--- src/rtl/reg_bank_arbiter_pkg.sv ---
`default_nettype none
// ----------------------------------------------------------------------------
// reg_bank_arbiter_pkg : owner encoding and default bus widths
// Rev 1.0
// ----------------------------------------------------------------------------
package reg_bank_arbiter_pkg;

    typedef enum logic [1:0] {
        OWN_NONE = 2'b00,
        OWN_A    = 2'b01,
        OWN_B    = 2'b10
    } owner_t;

    localparam int DEF_DATA_W = 8;
    localparam int DEF_ADDR_W = 2;

endpackage
`default_nettype wire

--- src/rtl/reg_bank_arbiter_bank.sv ---
`default_nettype none
// ----------------------------------------------------------------------------
// reg_bank : D-register word storage, async clear, one write + one registered read
// Rev 1.0
// ----------------------------------------------------------------------------
module reg_bank #(
    parameter int DATA_W = 8,
    parameter int ADDR_W = 2
) (
    input  logic              clk,
    input  logic              rst,
    input  logic              we,
    input  logic              re,
    input  logic [ADDR_W-1:0] addr,
    input  logic [DATA_W-1:0] wdata,
    output logic [DATA_W-1:0] rdata
);

    localparam int DEPTH = 2**ADDR_W;

    logic [DATA_W-1:0] mem [DEPTH];

    always_ff @(posedge clk or posedge rst) begin
        if (rst) begin
            for (int i = 0; i < DEPTH; i++) begin
                mem[i] <= '0;
            end
            rdata <= '0;
        end else begin
            if (we) begin
                mem[addr] <= wdata;
            end
            // rdata only moves on a read, so it holds between reads
            if (re) begin
                rdata <= mem[addr];
            end
        end
    end

endmodule
`default_nettype wire

--- src/rtl/reg_bank_arbiter.sv ---
`default_nettype none
// ----------------------------------------------------------------------------
// reg_bank_arbiter : round-robin, burst-limited sharing of a register bank by A and B
// Rev 1.0
// ----------------------------------------------------------------------------
module reg_bank_arbiter
    import reg_bank_arbiter_pkg::*;
#(
    parameter int DATA_W    = DEF_DATA_W,
    parameter int ADDR_W    = DEF_ADDR_W,
    parameter int MAX_BURST = 4
) (
    input  logic              Clk,
    input  logic              Reset,
    input  logic              ReqA,
    input  logic              WeA,
    input  logic [ADDR_W-1:0] AddrA,
    input  logic [DATA_W-1:0] WdataA,
    input  logic              ReqB,
    input  logic              WeB,
    input  logic [ADDR_W-1:0] AddrB,
    input  logic [DATA_W-1:0] WdataB,
    output logic              GntA,
    output logic              GntB,
    output logic [DATA_W-1:0] Rdata,
    output logic              RvalidA,
    output logic              RvalidB
);

    localparam int               CNT_W    = (MAX_BURST > 1) ? $clog2(MAX_BURST) : 1;
    localparam logic [CNT_W-1:0] CNT_LAST = CNT_W'(MAX_BURST - 1);

    owner_t           owner, owner_nxt;
    owner_t           last, last_nxt;
    logic [CNT_W-1:0] cnt, cnt_nxt;

    logic              acc_a, acc_b;
    logic              bank_we, bank_re;
    logic [ADDR_W-1:0] bank_addr;
    logic [DATA_W-1:0] bank_wdata;

    always_ff @(posedge Clk or posedge Reset) begin
        if (Reset) begin
            owner <= OWN_NONE;
            last  <= OWN_B;
            cnt   <= '0;
        end else begin
            owner <= owner_nxt;
            last  <= last_nxt;
            cnt   <= cnt_nxt;
        end
    end

    always_comb begin
        owner_nxt = owner;
        last_nxt  = last;
        cnt_nxt   = '0;
        case (owner)
            OWN_NONE: begin
                if (ReqA && ReqB) begin
                    owner_nxt = (last == OWN_A) ? OWN_B : OWN_A;
                end else if (ReqA) begin
                    owner_nxt = OWN_A;
                end else if (ReqB) begin
                    owner_nxt = OWN_B;
                end
            end
            OWN_A: begin
                if (ReqA && cnt != CNT_LAST) begin
                    cnt_nxt = cnt + CNT_W'(1);
                end else if (ReqA) begin
                    owner_nxt = ReqB ? OWN_B : OWN_A;
                end else begin
                    owner_nxt = ReqB ? OWN_B : OWN_NONE;
                end
            end
            OWN_B: begin
                if (ReqB && cnt != CNT_LAST) begin
                    cnt_nxt = cnt + CNT_W'(1);
                end else if (ReqB) begin
                    owner_nxt = ReqA ? OWN_A : OWN_B;
                end else begin
                    owner_nxt = ReqA ? OWN_A : OWN_NONE;
                end
            end
            default: owner_nxt = OWN_NONE;
        endcase
        // Staying put leaves last unchanged, so this only records new grants
        if (owner_nxt != OWN_NONE) begin
            last_nxt = owner_nxt;
        end
    end

    assign GntA = (owner == OWN_A);
    assign GntB = (owner == OWN_B);

    assign acc_a      = GntA && ReqA;
    assign acc_b      = GntB && ReqB;
    assign bank_we    = (acc_a && WeA) || (acc_b && WeB);
    assign bank_re    = (acc_a && !WeA) || (acc_b && !WeB);
    assign bank_addr  = acc_b ? AddrB : AddrA;
    assign bank_wdata = acc_b ? WdataB : WdataA;

    always_ff @(posedge Clk or posedge Reset) begin
        if (Reset) begin
            RvalidA <= 1'b0;
            RvalidB <= 1'b0;
        end else begin
            RvalidA <= acc_a && !WeA;
            RvalidB <= acc_b && !WeB;
        end
    end

    reg_bank #(
        .DATA_W (DATA_W),
        .ADDR_W (ADDR_W)
    ) u_bank (
        .clk   (Clk),
        .rst   (Reset),
        .we    (bank_we),
        .re    (bank_re),
        .addr  (bank_addr),
        .wdata (bank_wdata),
        .rdata (Rdata)
    );

endmodule
`default_nettype wire
--- config.mk ---
export PLATFORM = sky130hd
export DESIGN_NAME = reg_bank_arbiter
export DESIGN_NICKNAME = d
export VERILOG_FILES = /design/src/rtl/reg_bank_arbiter_pkg.sv /design/src/rtl/reg_bank_arbiter_bank.sv /design/src/rtl/reg_bank_arbiter.sv
export SDC_FILE = /design/constraint.sdc
export NUM_CORES = 1
export LEC_CHECK = 0
export BUFFER_PORTS_ARGS = -buffer_cell sky130_fd_sc_hd__buf_2
export CAP_MARGIN = 0
export CORE_ASPECT_RATIO = 0.9
export CORE_MARGIN = 3
export CORE_UTILIZATION = 56
export DETAILED_ROUTE_END_ITERATION = 8
export GPL_TIMING_DRIVEN = 0
export PLACE_DENSITY = 0.9
export SKIP_LAST_GASP = 1
export SLEW_MARGIN = 40
export SYNTH_ARGS = -nofsm -noshare
export SYNTH_HDL_FRONTEND = slang
export SYNTH_SLANG_ARGS = --single-unit
export TNS_END_PERCENT = 5
--- constraint.sdc ---
create_clock -name Clk -period 2.5 [get_ports Clk]
set_input_delay 0.25 -clock Clk [delete_from_list [all_inputs] [get_ports Clk]]
set_output_delay 0.25 -clock Clk [all_outputs]
set_load 0.005 [all_outputs]
## Yosys cells after proc, flatten, opt, wreduce, memory -nomap -nowiden

Index checks and enable logic that the tools add are counted.

| word-level totals | value |
|---|---|
| register bits | 48 |
| input bits | 26 |
| logic and storage cells | 58 |
| output and inout port bits | 12 |

| cells by class | value |
|---|---|
| equality and inequality tests | 4 |
| $add $sub $neg | 1 |
| muxes and demuxes | 24 |
| reductions and logical operators | 16 |
| bitwise operators | 1 |
| order comparisons | 2 |

Operator list:

| operator | number |
|---|---|
| $bwmux W32 | 1 |
| $mux W8 | 4 |
| $mux W2 | 14 |
| $bmux W8 S2 | 1 |
| $demux W8 S2 | 1 |
| $logic_and A1 B1 Y1 | 10 |
| $pmux W2 S3 | 1 |
| $eq A2 B1 Y1 const B | 2 |
| $pmux W2 S2 | 1 |
| $ge A3 B3 Y1 const B | 1 |
| $lt A3 B1 Y1 const B | 1 |
| $not A2 Y3 | 1 |
| $add A2 B1 Y2 const B | 1 |
| $eq A2 B2 Y1 const B | 1 |
| $logic_not A1 Y1 | 2 |
| $logic_not A2 Y1 | 1 |
| $logic_or A1 B1 Y1 | 2 |
| $ne A2 B2 Y1 const B | 1 |
| $reduce_bool A2 Y1 | 1 |
| $mux W1 | 1 |

## Depth between registers and ports, before layout

| depth | value |
|---|---|
| word-level depth | 9 |
| mapped depth | 7 |
| depth with buffers taken out | 6 |

## Cells and area by module

From an unflattened synthesis, not the netlist that was laid out.

| second synthesis, totals | value |
|---|---|
| cells, all modules | 181 |
| area, all modules | 2381.0 µm² |

Modules (own cells, without submodules):

| module | area an instance (µm²) | instances | cells an instance | sequential area each (µm²) |
|---|---|---|---|---|
| reg_bank | 1737.9 | 1 | 115 | 1001.0 |
| reg_bank_arbiter | 643.1 | 1 | 66 | 201.4 |

## Least setup slack after synthesis

No wires, ideal clock.

| timing | value |
|---|---|
| path kind | reg-to-reg |
| start point | register owner[0] |
| end point | register u_bank.mem[24] in the netlist's numbering |
| path buffers | 1 |
| setup slack | 601 ps |
| data required time | 2375 ps |
| stages on the path, launching flop included | 8 |
| data arrival time | 1774 ps |
| period minus slack after synthesis | 1899 ps |
| setup time | 125 ps |
| cells stage by stage | dfrtp_1 -> inv_1 -> ha_1 -> and2_1 -> buf_6 -> a32o_2 -> nand2_2 -> mux2_2 |

| on the way | value |
|---|---|
| longest elaborated chain between the ends | 9 |
| elaborated cells between the ends (all ways) | 16 |
| those cells by class | order compare (2); eq/ne (2); mux (5); bitwise (1); reduce/logical (6) |

Ends and longest elaborated chain:

| item | line | text |
|---|---|---|
| start, declared | reg_bank_arbiter.sv:33 | `owner_t owner, owner_nxt;` |
| start signal, assigned | reg_bank_arbiter.sv:48 | `owner <= owner_nxt;` |
| $eq A2 B2 Y1 * | reg_bank_arbiter.sv:95 | `assign GntB = (owner == OWN_B);` |
| via GntB | reg_bank_arbiter.sv:24 | `output logic GntB,` |
| $logic_and A1 B1 Y1 * | reg_bank_arbiter.sv:98 | `assign acc_b = GntB && ReqB;` |
| $mux W2 | reg_bank_arbiter.sv:101 | `assign bank_addr = acc_b ? AddrB : AddrA;` |
| $not A2 Y3 (implied by the code) | reg_bank_arbiter_bank.sv:31 | `mem[addr] <= wdata;` |
| $ge A3 B3 Y1 (implied by the code) or $lt A3 B1 Y1 (tied branches) | reg_bank_arbiter_bank.sv:31 |  |
| $logic_and A1 B1 Y1 (implied by the code) | reg_bank_arbiter_bank.sv:31 |  |
| $mux W8 (implied by the code) | reg_bank_arbiter_bank.sv:31 |  |
| $demux W8 S2 | reg_bank_arbiter_bank.sv:31 |  |
| $bwmux W32 | reg_bank_arbiter_bank.sv:31 |  |
| end signal, assigned by index | reg_bank_arbiter_bank.sv:31 |  |
| end, declared | reg_bank_arbiter_bank.sv:21 | `logic [DATA_W-1:0] mem [DEPTH];` |

The timed path passes the listed nets; every way through them passes the cells marked *.
A chain may end at the register's enable or synchronous reset.

## Worst setup path after layout

| timing | value |
|---|---|
| start point | register owner[0] |
| end point | register u_bank.rdata[0] |

| on the way | value |
|---|---|
| longest elaborated chain between the ends | 7 |
| elaborated cells between the ends (all ways) | 12 |
| those cells by class | eq/ne (2); mux (4); bitwise (1); reduce/logical (5) |

Ends and longest elaborated chain:

| item | line | text |
|---|---|---|
| $eq A2 B2 Y1 | reg_bank_arbiter.sv:95 |  |
| $logic_and A1 B1 Y1 | reg_bank_arbiter.sv:98 |  |
| $mux W2 | reg_bank_arbiter.sv:101 |  |
| $not A2 Y3 (implied by the code) | reg_bank_arbiter_bank.sv:35 | `rdata <= mem[addr];` |
| $bmux W8 S2 | reg_bank_arbiter_bank.sv:35 |  |
| $mux W8 (implied by the code) (2 in a row) | reg_bank_arbiter_bank.sv:35 |  |
| end signal, assigned | reg_bank_arbiter_bank.sv:35 |  |
| end, declared | reg_bank_arbiter_bank.sv:16 | `output logic [DATA_W-1:0] rdata` |

Several ways; a longest one is shown, not always the timed one. The select of a mux whose other input is x is not followed.

==> results.rst <==
.. list-table::
   :header-rows: 1

   * - Metric
     - Value
   * - Busiest grt layer
     - met2
   * - Startpoint of the most critical hold path
     - WeA
   * - Full die area
     - 0.00518 mm^2
   * - Hold slack final
     - between 0.1 and 0.15 ns
   * - Area added between synthesis and finish
     - 15.8%
   * - Fill cell total of the finished layout
     - a little under 300
   * - CP max FO
     - 10
   * - Number of rows in the core area
     - 22
   * - Max Freq
     - about 420 MHz
   * - Relative max-transition margin
     - 0.508
   * - Slew of the pin with the lowest slew margin
     - approximately 0.73 ns
   * - Cell with the most instances after synthesis
     - sky130_fd_sc_hd__dfrtp_1
   * - Cells after synthesis
     - ~190
   * - Largest voltage drop on the vdd net
     - 0.752 mV
   * - Maximum number of buffers from clock root to sink
     - 2
   * - Largest net degree at the start of global routing
     - 35
   * - Launching element type of the critical path
     - flop
   * - Worst clock skew
     - 0.00511 ns
   * - Pins over their slew limit
     - 0
   * - Adder and majority cell fraction of the synthesized area
     - 0.0257
   * - Area used by multi-input combinational logic
     - 0.00117 mm^2
   * - Crit path cell chain
     - inv_1, ha_1, nand2_1, buf_2, nor2_1, o21ai_1, o221ai_1
   * - Per-instance average area after synthesis
     - around 13 um^2
   * - Die Y-Extent
     - 68.6 um
   * - Total clock buffers created by CTS
     - 5
   * - Endpoints failing setup
     - 0
   * - DRC
     - 0
   * - Initial core utilization
     - 0.590
   * - GR Util met2
     - 0.328
   * - Number of antenna-violating nets in the routed design
     - 0
   * - Area post-placement
     - ~0.0027 mm^2
   * - Post-synthesis async set-or-reset flop share
     - 1.00
   * - I/O Buffers
     - 37
   * - Count of hold buffers inserted by post-cts repair
     - 1
   * - Overall via count from detail_route
     - about 1700
   * - P per Cell Area
     - 1060 mW/mm^2
   * - Ports
     - 38
   * - Delay contributed by the slowest stage of the critical path
     - a little under 0.6 ns
   * - Number of design-rule violations left by the first detailed-router iteration
     - roughly 130
   * - Slowest stage cell, crit path
     - sky130_fd_sc_hd__o21ai_1
   * - Portion of netlist area occupied by mux cells
     - 0.234
   * - Fraction of layout cells with a size suffix above 1
     - 0.438
   * - Number of antenna diodes
     - 0
   * - Critical path's top delay family
     - compound AO/OA/AOI/OAI gates
   * - Dominant combinational cell family by area after synthesis
     - multiplexers
   * - Clock Sink Count
     - 48
   * - Count of TritonRoute iterations in the first routing pass
     - 4
   * - Detailed placement HPWL
     - between 3000 and 4000 um
   * - Final Instance Area
     - around 0.0028 mm^2
   * - Worst setup path end
     - u_bank.rdata[0]$_DFFE_PP0P_
   * - Leading post-synthesis cells by cell area
     - sky130_fd_sc_hd__dfrtp_1 (48%), sky130_fd_sc_hd__mux2_2 (15%), sky130_fd_sc_hd__mux2_4 (4.9%)
   * - Fraction of the yosys area taken by sequential cells
     - 0.494
   * - Tcrit/Tclk final
     - 0.944
   * - Synthesized netlist net count
     - between 200 and 250
   * - Minimum setup slack among reg-to-reg paths
     - approximately 0.14 ns
   * - Worst reg2reg path startpoint
     - owner[0]$_DFF_PP0_
   * - Status
     - finished, final reports clean
   * - FF-to-FF End
     - u_bank.rdata[0]$_DFFE_PP0P_
   * - Global-route wire length before repair
     - 8090 um
   * - Number of maximum-capacitance constraint violations
     - 0
   * - Total length of routed wires
     - roughly 5000 um
   * - Unrepaired setup endpoints after global routing
     - no
   * - Compound-Gate Fraction of Synth Area
     - 0.125
   * - Post-CTS Resized
     - 0
   * - Total global routing track utilization
     - 0.215
   * - Vias in the first global route
     - between 1500 and 2000
   * - Count of state elements after synthesis
     - 48
   * - Number of gates on the worst path with buffers counted
     - 7
   * - Most used standard cells in the synthesized netlist
     - sky130_fd_sc_hd__dfrtp_1 (47), sky130_fd_sc_hd__mux2_2 (32), sky130_fd_sc_hd__nand2_1 (12)
   * - Kind of capture point of the worst setup path
     - flop
   * - Post-Synthesis Cell Area
     - between 0.002 and 0.0025 mm^2
   * - Number of synthesized flops with an enable pin
     - 0
   * - Gp weighted congestion
     - 0.810
   * - Mean routed wirelength per cell
     - around 17 um
   * - Critical Setup Path Class
     - flop to flop
   * - WP data required
     - about 2.7 ns
   * - Initial antenna violation count
     - 0
   * - Logic depth of the worst register-to-register path
     - 7
   * - Library cell with the largest summed area after synthesis
     - sky130_fd_sc_hd__dfrtp_1
   * - Count of buffering cells on the critical path with inverters included
     - 2
   * - Synth warn
     - 0
   * - Cell variety after synth
     - 48
   * - Class of the tightest hold or removal check
     - input port to flop
   * - Post-CTS setup-driven buffer insertion count
     - 0
   * - Number of hold-slack violations in the final timing report
     - 0
   * - H-tree levels
     - 2
   * - Commonest register cell after synthesis
     - sky130_fd_sc_hd__dfrtp_1
   * - Clock slew at reported path FFs
     - approximately 0.090 ns
   * - TritonCTS clock tree
     - yes
   * - Arrival time of the worst setup path
     - about 2.5 ns
   * - Number of nets in the layout
     - 265
   * - Launching element of the worst setup path
     - owner[0]$_DFF_PP0_
   * - Via density per instance
     - between 5 and 6
   * - Met3 capacity usage during global routing
     - 0.0652
   * - Post-synthesis simple-gate area fraction
     - 0.0961
   * - Post-synthesis share of cell area spent on xor and xnor gates
     - 0
   * - P_leak
     - ~1.4 nW
   * - Library cell used as clock root buffer
     - sky130_fd_sc_hd__clkbuf_8
   * - Remaining global-route overflow
     - 0
   * - Portion of synthesized cell area occupied by the leading cell type
     - 0.483
   * - Floorplan Core Area
     - approximately 0.0041 mm^2
   * - Die width
     - 75.5 um
   * - Insertion delay to the later sink of the worst-skew pair
     - just over 0.3 ns
   * - Final TNS setup
     - 0 ns
   * - Met1 Resource Use GR
     - 0.300
   * - Flip-flop and latch area
     - about 0.0012 mm^2
   * - Period minus WS final
     - approximately 2.4 ns
-- worst min-delay path by stage --
stage / slack (ns) / depth (start not counted) / to
6_report: 0.14 / 2 / RvalidA$_DFF_PP0_
5_1_grt: 0.14 / 2 / RvalidB$_DFF_PP0_
4_1_cts: 0.13 / 2 / RvalidB$_DFF_PP0_
3_5_place_dp: 0.19 / 2 / u_bank.mem[11]$_DFFE_PP0P_
3_3_place_gp: 0.43 / 1 / cnt[0]$_DFF_PP0_
2_1_floorplan: 0.33 / 1 / RvalidA$_DFF_PP0_
-- through the flow --
stage	worst slack, ns	utilization	std cells	power, W
floorplan	0.601	-	188	0.00211
global placement	0.190	0.649	273	0.00236
detailed placement	0.173	0.655	274	0.00242
CTS	0.163	0.683	283	0.00298
global route	0.00869	0.683	283	0.00316
finish	0.141	0.683	283	0.00298
-- registers in the layout, summed over array words and instances, names as in the netlist --
name          cells
owner             2
u_bank.rdata      8
RvalidA           1
u_bank.mem       32
cnt               2
RvalidB           1
last              2
-- power breakdown --
part | switching (W) | leakage [nW] | internal [W]
Clock | 0.000257 | 0.0552 | 0.000297
Sequential | 0.000209 | 0.602 | 0.00115
Combinational | 0.000483 | 0.730 | 0.000582
-- metal layers --
| layer | wire length, um | part of all wire | vias up |
|---|---|---|---|
| met5 | 0 | 0 | - |
| met4 | 51 | 0.010 | 0 |
| met3 | 311 | 0.063 | 6 |
| met2 | 2270 | 0.46 | 52 |
| met1 | 2320 | 0.47 | 820 |
| li1 | - | - | 797 |
-- cell usage in the layout, fill, tap and decap left out, drive strengths merged, types with 3 or more instances in the layout --
cell type,count
clkbuf,8
o221ai,7
nand2,15
ha,5
nand3b,3
mux2i,9
buf,42
a21oi,3
mux2,40
o21ai,5
dfrtp,47
a22oi,7
nor2,5
inv,6
-- logic make-up after synthesis --
group                    count (synthesis)
buffers and inverters                   12
multiplexers                            49
flip-flops                              48
AO/OA/AOI/OAI                           37
adder cells (fa/ha/maj)                  5
AND/OR/NAND/NOR                         37
-- cell type report --
| type | count | share of cell area |
|---|---|---|
| Buffer | 6 | 0.0133 |
| Multi-Input combinational cell | 128 | 0.416 |
| Sequential cell | 48 | 0.426 |
| Inverter | 6 | 0.00887 |
| Tap cell | 48 | 0.0213 |
| Clock buffer | 6 | 0.0257 |
| Timing Repair Buffer | 39 | 0.0763 |
| Clock inverter | 2 | 0.0124 |
No activity file was read; power rests on OpenSTA's default activity.
